**src/rtl/store_drain_buffer_if.sv**
```systemverilog
// Commit-side store lanes and D-cache request channel of the store drain buffer.
// Define STORE_DRAIN_FWD_EN to add the store-to-load forwarding lookup signals.
interface store_drain_buffer_if #(
  parameter int DEPTH    = 8,
  parameter int COMMIT_W = 4,
  parameter int ADDR_W   = 32,
  parameter int DATA_W   = 32
);
  localparam int CNT_W = $clog2(DEPTH + 1);

  logic [COMMIT_W-1:0]             in_valid;
  logic [COMMIT_W-1:0][ADDR_W-1:0] in_addr;
  logic [COMMIT_W-1:0][DATA_W-1:0] in_data;
  logic [CNT_W-1:0]                free_slots;
  logic                            empty;
  logic                            overflow_err;
  logic                            dc_req_valid;
  logic [ADDR_W-1:0]               dc_req_addr;
  logic [DATA_W-1:0]               dc_req_data;
  logic                            dc_req_ready;
`ifdef STORE_DRAIN_FWD_EN
  logic [ADDR_W-1:0]               fwd_addr;
  logic                            fwd_hit;
  logic [DATA_W-1:0]               fwd_data;

  modport slave (
    input  in_valid, in_addr, in_data, dc_req_ready, fwd_addr,
    output free_slots, empty, overflow_err,
           dc_req_valid, dc_req_addr, dc_req_data, fwd_hit, fwd_data
  );

  modport master (
    output in_valid, in_addr, in_data, dc_req_ready, fwd_addr,
    input  free_slots, empty, overflow_err,
           dc_req_valid, dc_req_addr, dc_req_data, fwd_hit, fwd_data
  );
`else
  modport slave (
    input  in_valid, in_addr, in_data, dc_req_ready,
    output free_slots, empty, overflow_err,
           dc_req_valid, dc_req_addr, dc_req_data
  );

  modport master (
    output in_valid, in_addr, in_data, dc_req_ready,
    input  free_slots, empty, overflow_err,
           dc_req_valid, dc_req_addr, dc_req_data
  );
`endif
endinterface

```
**src/rtl/store_drain_buffer.sv**
```systemverilog
// Circular FIFO that buffers committed stores and drains them oldest-first to the D-cache.
// Optional store-to-load forwarding lookup is enabled by defining STORE_DRAIN_FWD_EN.
module store_drain_buffer #(
  parameter int DEPTH    = 8,
  parameter int COMMIT_W = 4,
  parameter int ADDR_W   = 32,
  parameter int DATA_W   = 32
) (
  input logic                clk,
  input logic                rst,
  store_drain_buffer_if.slave bus
);
  localparam int PTR_W = $clog2(DEPTH);
  localparam int CNT_W = $clog2(DEPTH + 1);

  typedef struct packed {
    logic [ADDR_W-1:0] addr;
    logic [DATA_W-1:0] data;
  } entry_t;

  entry_t           mem_q [DEPTH];
  entry_t           mem_d [DEPTH];
  logic [PTR_W-1:0] head_q, head_d;
  logic [PTR_W-1:0] tail_q, tail_d;
  logic [CNT_W-1:0] count_q, count_d;
  logic             overflow_q, overflow_d;
  logic [CNT_W-1:0] free_slots;
  logic [CNT_W-1:0] n_acc;
  logic [PTR_W-1:0] wr_idx;
  logic             pop;

  // A pop this cycle does not free a slot for this cycle's pushes.
  assign free_slots = CNT_W'(DEPTH) - count_q;
  assign pop        = (count_q != '0) && bus.dc_req_ready;

  always_comb begin
    mem_d      = mem_q;
    n_acc      = '0;
    overflow_d = overflow_q;
    wr_idx     = '0;
    for (int i = 0; i < COMMIT_W; i++) begin
      if (bus.in_valid[i]) begin
        if (n_acc < free_slots) begin
          wr_idx        = tail_q + PTR_W'(n_acc);
          mem_d[wr_idx] = '{addr: bus.in_addr[i], data: bus.in_data[i]};
          n_acc         = n_acc + CNT_W'(1);
        end else begin
          overflow_d = 1'b1;
        end
      end
    end
    head_d  = head_q + PTR_W'(pop);
    tail_d  = tail_q + PTR_W'(n_acc);
    count_d = count_q + n_acc - CNT_W'(pop);
  end

  always_ff @(posedge clk) begin
    mem_q <= mem_d;
    if (rst) begin
      head_q     <= '0;
      tail_q     <= '0;
      count_q    <= '0;
      overflow_q <= 1'b0;
    end else begin
      head_q     <= head_d;
      tail_q     <= tail_d;
      count_q    <= count_d;
      overflow_q <= overflow_d;
    end
  end

  assign bus.free_slots   = free_slots;
  assign bus.empty        = (count_q == '0);
  assign bus.overflow_err = overflow_q;
  assign bus.dc_req_valid = (count_q != '0);
  assign bus.dc_req_addr  = mem_q[head_q].addr;
  assign bus.dc_req_data  = mem_q[head_q].data;

`ifdef STORE_DRAIN_FWD_EN
  logic              fwd_hit;
  logic [DATA_W-1:0] fwd_data;
  logic [PTR_W-1:0]  fwd_idx;

  // Walk oldest to youngest so the last match wins.
  always_comb begin
    fwd_hit  = 1'b0;
    fwd_data = '0;
    fwd_idx  = '0;
    for (int k = 0; k < DEPTH; k++) begin
      if (CNT_W'(k) < count_q) begin
        fwd_idx = head_q + PTR_W'(k);
        if (mem_q[fwd_idx].addr == bus.fwd_addr) begin
          fwd_hit  = 1'b1;
          fwd_data = mem_q[fwd_idx].data;
        end
      end
    end
  end

  assign bus.fwd_hit  = fwd_hit;
  assign bus.fwd_data = fwd_data;
`endif
endmodule
```
**src/flat_wrapper.sv**
```systemverilog
// flat-port wrapper written by rule: the top's interface ports become plain ports
module store_drain_buffer_flat 
#(
  parameter int DEPTH    = 8,
  parameter int COMMIT_W = 4,
  parameter int ADDR_W   = 32,
  parameter int DATA_W   = 32
)
  (clk, rst, bus_in_valid, bus_in_addr, bus_in_data, bus_dc_req_ready, bus_free_slots, bus_empty, bus_overflow_err, bus_dc_req_valid, bus_dc_req_addr, bus_dc_req_data);
  store_drain_buffer_if #(.DEPTH(DEPTH), .COMMIT_W(COMMIT_W), .ADDR_W(ADDR_W), .DATA_W(DATA_W)) bus_i ();
  input logic clk;
  input logic rst;
  input wire logic [$bits(bus_i.in_valid)-1:0] bus_in_valid;
  input wire logic [$bits(bus_i.in_addr)-1:0] bus_in_addr;
  input wire logic [$bits(bus_i.in_data)-1:0] bus_in_data;
  input wire logic [$bits(bus_i.dc_req_ready)-1:0] bus_dc_req_ready;
  output wire logic [$bits(bus_i.free_slots)-1:0] bus_free_slots;
  output wire logic [$bits(bus_i.empty)-1:0] bus_empty;
  output wire logic [$bits(bus_i.overflow_err)-1:0] bus_overflow_err;
  output wire logic [$bits(bus_i.dc_req_valid)-1:0] bus_dc_req_valid;
  output wire logic [$bits(bus_i.dc_req_addr)-1:0] bus_dc_req_addr;
  output wire logic [$bits(bus_i.dc_req_data)-1:0] bus_dc_req_data;
  assign bus_i.in_valid = bus_in_valid;
  assign bus_i.in_addr = bus_in_addr;
  assign bus_i.in_data = bus_in_data;
  assign bus_i.dc_req_ready = bus_dc_req_ready;
  assign bus_free_slots = bus_i.free_slots;
  assign bus_empty = bus_i.empty;
  assign bus_overflow_err = bus_i.overflow_err;
  assign bus_dc_req_valid = bus_i.dc_req_valid;
  assign bus_dc_req_addr = bus_i.dc_req_addr;
  assign bus_dc_req_data = bus_i.dc_req_data;
  store_drain_buffer #(.DEPTH(DEPTH), .COMMIT_W(COMMIT_W), .ADDR_W(ADDR_W), .DATA_W(DATA_W)) u_core (.clk(clk), .rst(rst), .bus(bus_i));
endmodule
```
**config.mk**
```make
export PLATFORM = sky130hd
export DESIGN_NAME = store_drain_buffer_flat
export DESIGN_NICKNAME = d
export VERILOG_FILES = /design/src/rtl/store_drain_buffer_if.sv /design/src/rtl/store_drain_buffer.sv /design/src/flat_wrapper.sv
export SDC_FILE = /design/constraint.sdc
export NUM_CORES = 2
export LEC_CHECK = 0
export ABC_AREA = 1
export CELL_PAD_IN_SITES_DETAIL_PLACEMENT = 1
export CELL_PAD_IN_SITES_GLOBAL_PLACEMENT = 1
export CORE_MARGIN = 2
export CORE_UTILIZATION = 40
export DETAILED_ROUTE_END_ITERATION = 10
export PLACE_DENSITY_LB_ADDON = 0.25
export SETUP_SLACK_MARGIN = 0.3
export SKIP_LAST_GASP = 1
export SLEW_MARGIN = 0
export SYNTH_ARGS = -nofsm -noshare
export SYNTH_HDL_FRONTEND = slang
export SYNTH_SLANG_ARGS = --single-unit
```
**constraint.sdc**
```tcl
create_clock -name clk -period 5 [get_ports clk]
set_input_delay 0.5 -clock clk [delete_from_list [all_inputs] [get_ports clk]]
set_output_delay 0.5 -clock clk [all_outputs]
set_load 0.05 [all_outputs]
```
==> results.ini <==
[cells_and_area]
nNetsFinal=6255
final_common_cell=nand2_1
syn_to_final_growth_pct=16.3
final_layout_size_suffix_gt1_share_pct=6.34
design_area_um2=44800
mostFrequentLayoutCells=1293 x nand2_1, 1225 x o21ai_0, 520 x dfxtp_1
stdcell_count=7291

[route]
finalWirelength_mm=179
vias=45200
firstDrtPassIters=5
drt_iter0_drc=4299
wl_per_cell_um=24.5
vias_per_cell=6.19
final_antenna_net_count=0
drc=0

[yosys]
synth_compound_area_share_pct=34.8
ys_ff_latch=523
syn_inst=6112
muxShareOfSynthArea_pct=6.68
synth_fa_ha_area_share_pct=0.773
synth_top_family_by_area=compound AO/OA/AOI/OAI gates
yosys.area_share.simple_pct=18.2
synth_cell_types=41
synthFlopType=dfxtp_1
synth_xor_area_share_pct=0.250
seq_area_frac_synth_pct=27.2
synth_edf_count=0
yosys_warnings=0
netlist_area_um2=38500
async_flop_share_pct=0
synth_nets=6397
synth.avg_cell_area_um2=6.30

[clocking]
h-tree-depth=3
clockBufferDepth=3
clk_pin_slew_ns=0.06
clock-root-buffer=clkbuf_16
cts_sinks=523
cts_made_buffers=70
cts_tree=built
clk-insertion-delay-late_ns=0.66
hold_buffers=0

[placed_design]
gp_congestion=0.865
placement.io_buffers=333
post_dp_cell_area_um2=42200
dp_hpwl_mm=108
dp_cells=7150

[worst_setup_path]
crit_fanout=64
max_stage_delay_ns=0.40
crit_path_start_kind=flop
reg2reg_slack_ns=0.49
worstPathArrival_ns=5.02
critPathCaptureType=flop
required_ns=5.51
crit_type=flop to flop
crit_slowest_cell=fa_1

[sta]
rsz0062_at_grt=true
period_minus_slack_ns=4.51
worst_slew_pin_slew_ns=1.00
finalSetupTns_ns=0
fin_crit_sh_pct=90.3
finalSetupViolCount=0
slew_viol_final=0
fin_skew_ns=0.0229
max_freq_mhz=222
hold_viol=0
maxSlewHeadroom_pct=33.2

[pwr]
leakage_nw=18.2
p_per_area_nw_per_um2=822
ir_worst_vdd_uv=767

[global_routing]
grt_overflow=0
grt_usage_pct=35.0
grt_max_degree=129
antenna_found_initial=4
grt_pass1_vias=45100
grt_pass1_wl_mm=271

[outcome]
status=complete, no violations

[floorplan]
chipHeight_um=314
die_area_um2=98700
rows=113
io_pins=334
core_um2=95200
fp.dieW_um=314
start_util_pct=40.5

[worst_hold_path]
hold_path_class=primary input to flop

[flow_run]
cap_violations=0

==> final timing paths <==
check | cells after the start | from | endpoint
min reg2reg | 4 | u_core.bus.overflow_err | u_core.bus.overflow_err
max reg2reg | 28 | u_core.count_q[0] | u_core.mem_q[368]
min | 3 | bus_in_addr[95] | u_core.mem_q[511]
max | 28 | u_core.count_q[0] | u_core.mem_q[368]
==> Yosys cell counts, types with 2 or more instances <==
cell | n | share of area, %
a21oi_1 | 456 | 5.9
a31oi_1 | 316 | 5.1
buf_1 | 74 | 0.72
buf_12 | 3 | 0.16
buf_2 | 226 | 2.9
buf_4 | 39 | 0.76
buf_6 | 23 | 0.67
buf_8 | 2 | 0.078
clkbuf_1 | 319 | 3.1
dfxtp_1 | 523 | 27
fa_1 | 3 | 0.16
ha_1 | 19 | 0.62
inv_1 | 372 | 3.6
inv_2 | 6 | 0.058
mux2i_1 | 257 | 6.7
nand2_1 | 1302 | 13
nand2_2 | 38 | 0.62
nand3_1 | 70 | 0.91
nand4_1 | 5 | 0.081
nor2_1 | 364 | 3.5
nor2_2 | 2 | 0.032
nor2_4 | 4 | 0.12
o211ai_1 | 246 | 4.8
o21ai_0 | 1228 | 16
o21ai_1 | 151 | 2.0
o21ai_2 | 40 | 0.91
xnor2_1 | 5 | 0.11
xor2_1 | 6 | 0.14
==> sequential cells by signal (all words and copies together), names as in the netlist <==
register and flops:
u_core.head_q 3, u_core.tail_q 3, u_core.mem_q 512, u_core.count_q 4
u_core.bus.overflow_err 1
==> metal layers <==
metal / GRT usage [%] / vias to the layer above / wire length [µm]
met5: 0 / - / 0
met4: 14.3 / 0 / 6780
met3: 5.38 / 395 / 14400
met2: 57.4 / 2075 / 82000
met1: 45.9 / 22100 / 75800
li1: - / 20500 / -
==> power by group <==
group,internal [mW],switching [mW],total [mW]
combinational,8.38,15.5,23.8
clock,3.05,2.18,5.23
sequential,6.67,1.06,7.73
total,18.1,18.7,36.8
==> final cells by class <==
cell class / count / area (µm²)
Clock inverter: 21 / 200
Antenna cell: 4 / 10.0
Sequential cell: 523 / 10500
Multi-Input combinational cell: 4525 / 23600
Tap cell: 1265 / 1580
Inverter: 378 / 1430
Fill cell: 12400 / 50400
Timing Repair Buffer: 472 / 5370
Clock buffer: 103 / 2090
==> cells by family (layout without fill, tap and decap cells) <==
kind of cell | after synthesis | count (layout)
AO/OA/AOI/OAI | 2442 | 2442
AND/OR/NAND/NOR | 1793 | 1793
buffers and inverters | 1064 | 974
flip-flops | 523 | 523
multiplexers | 257 | 257
adder cells (fa/ha/maj) | 22 | 22
XOR/XNOR | 11 | 11
other | 0 | 4
==> stage by stage <==
stage               total power [mW]  setup WS (ns)  util, %  hold slack (ns)
detailed placement              30.6         0.0818     44.4            0.580
CTS                             36.1          0.312     46.9            0.505
floorplan                       23.7          0.587        -            0.483
global placement                29.8          0.256     44.4            0.578
global route                    39.4          0.136     47.1            0.573
finish                          36.8          0.486     47.1            0.524
==> critical path, delay by kind of cell (launching register included) <==
family                   cells  cell delay [ns]
AND/OR/NAND/NOR             12             1.22
buffers and inverters        8             0.87
adder cells (fa/ha/maj)      4             1.02
XOR/XNOR                     2             0.37
flip-flops                   1             0.38
AO/OA/AOI/OAI                2             0.41
==> what timing repair did <==
item,4_1_cts,5_1_grt
buffers inserted,4,7
cloned,1,1
setup endpoints to repair,387,511
gates resized for setup,2,22
pin swaps,3,5
Note: power is estimated with default switching activity, not from simulation.
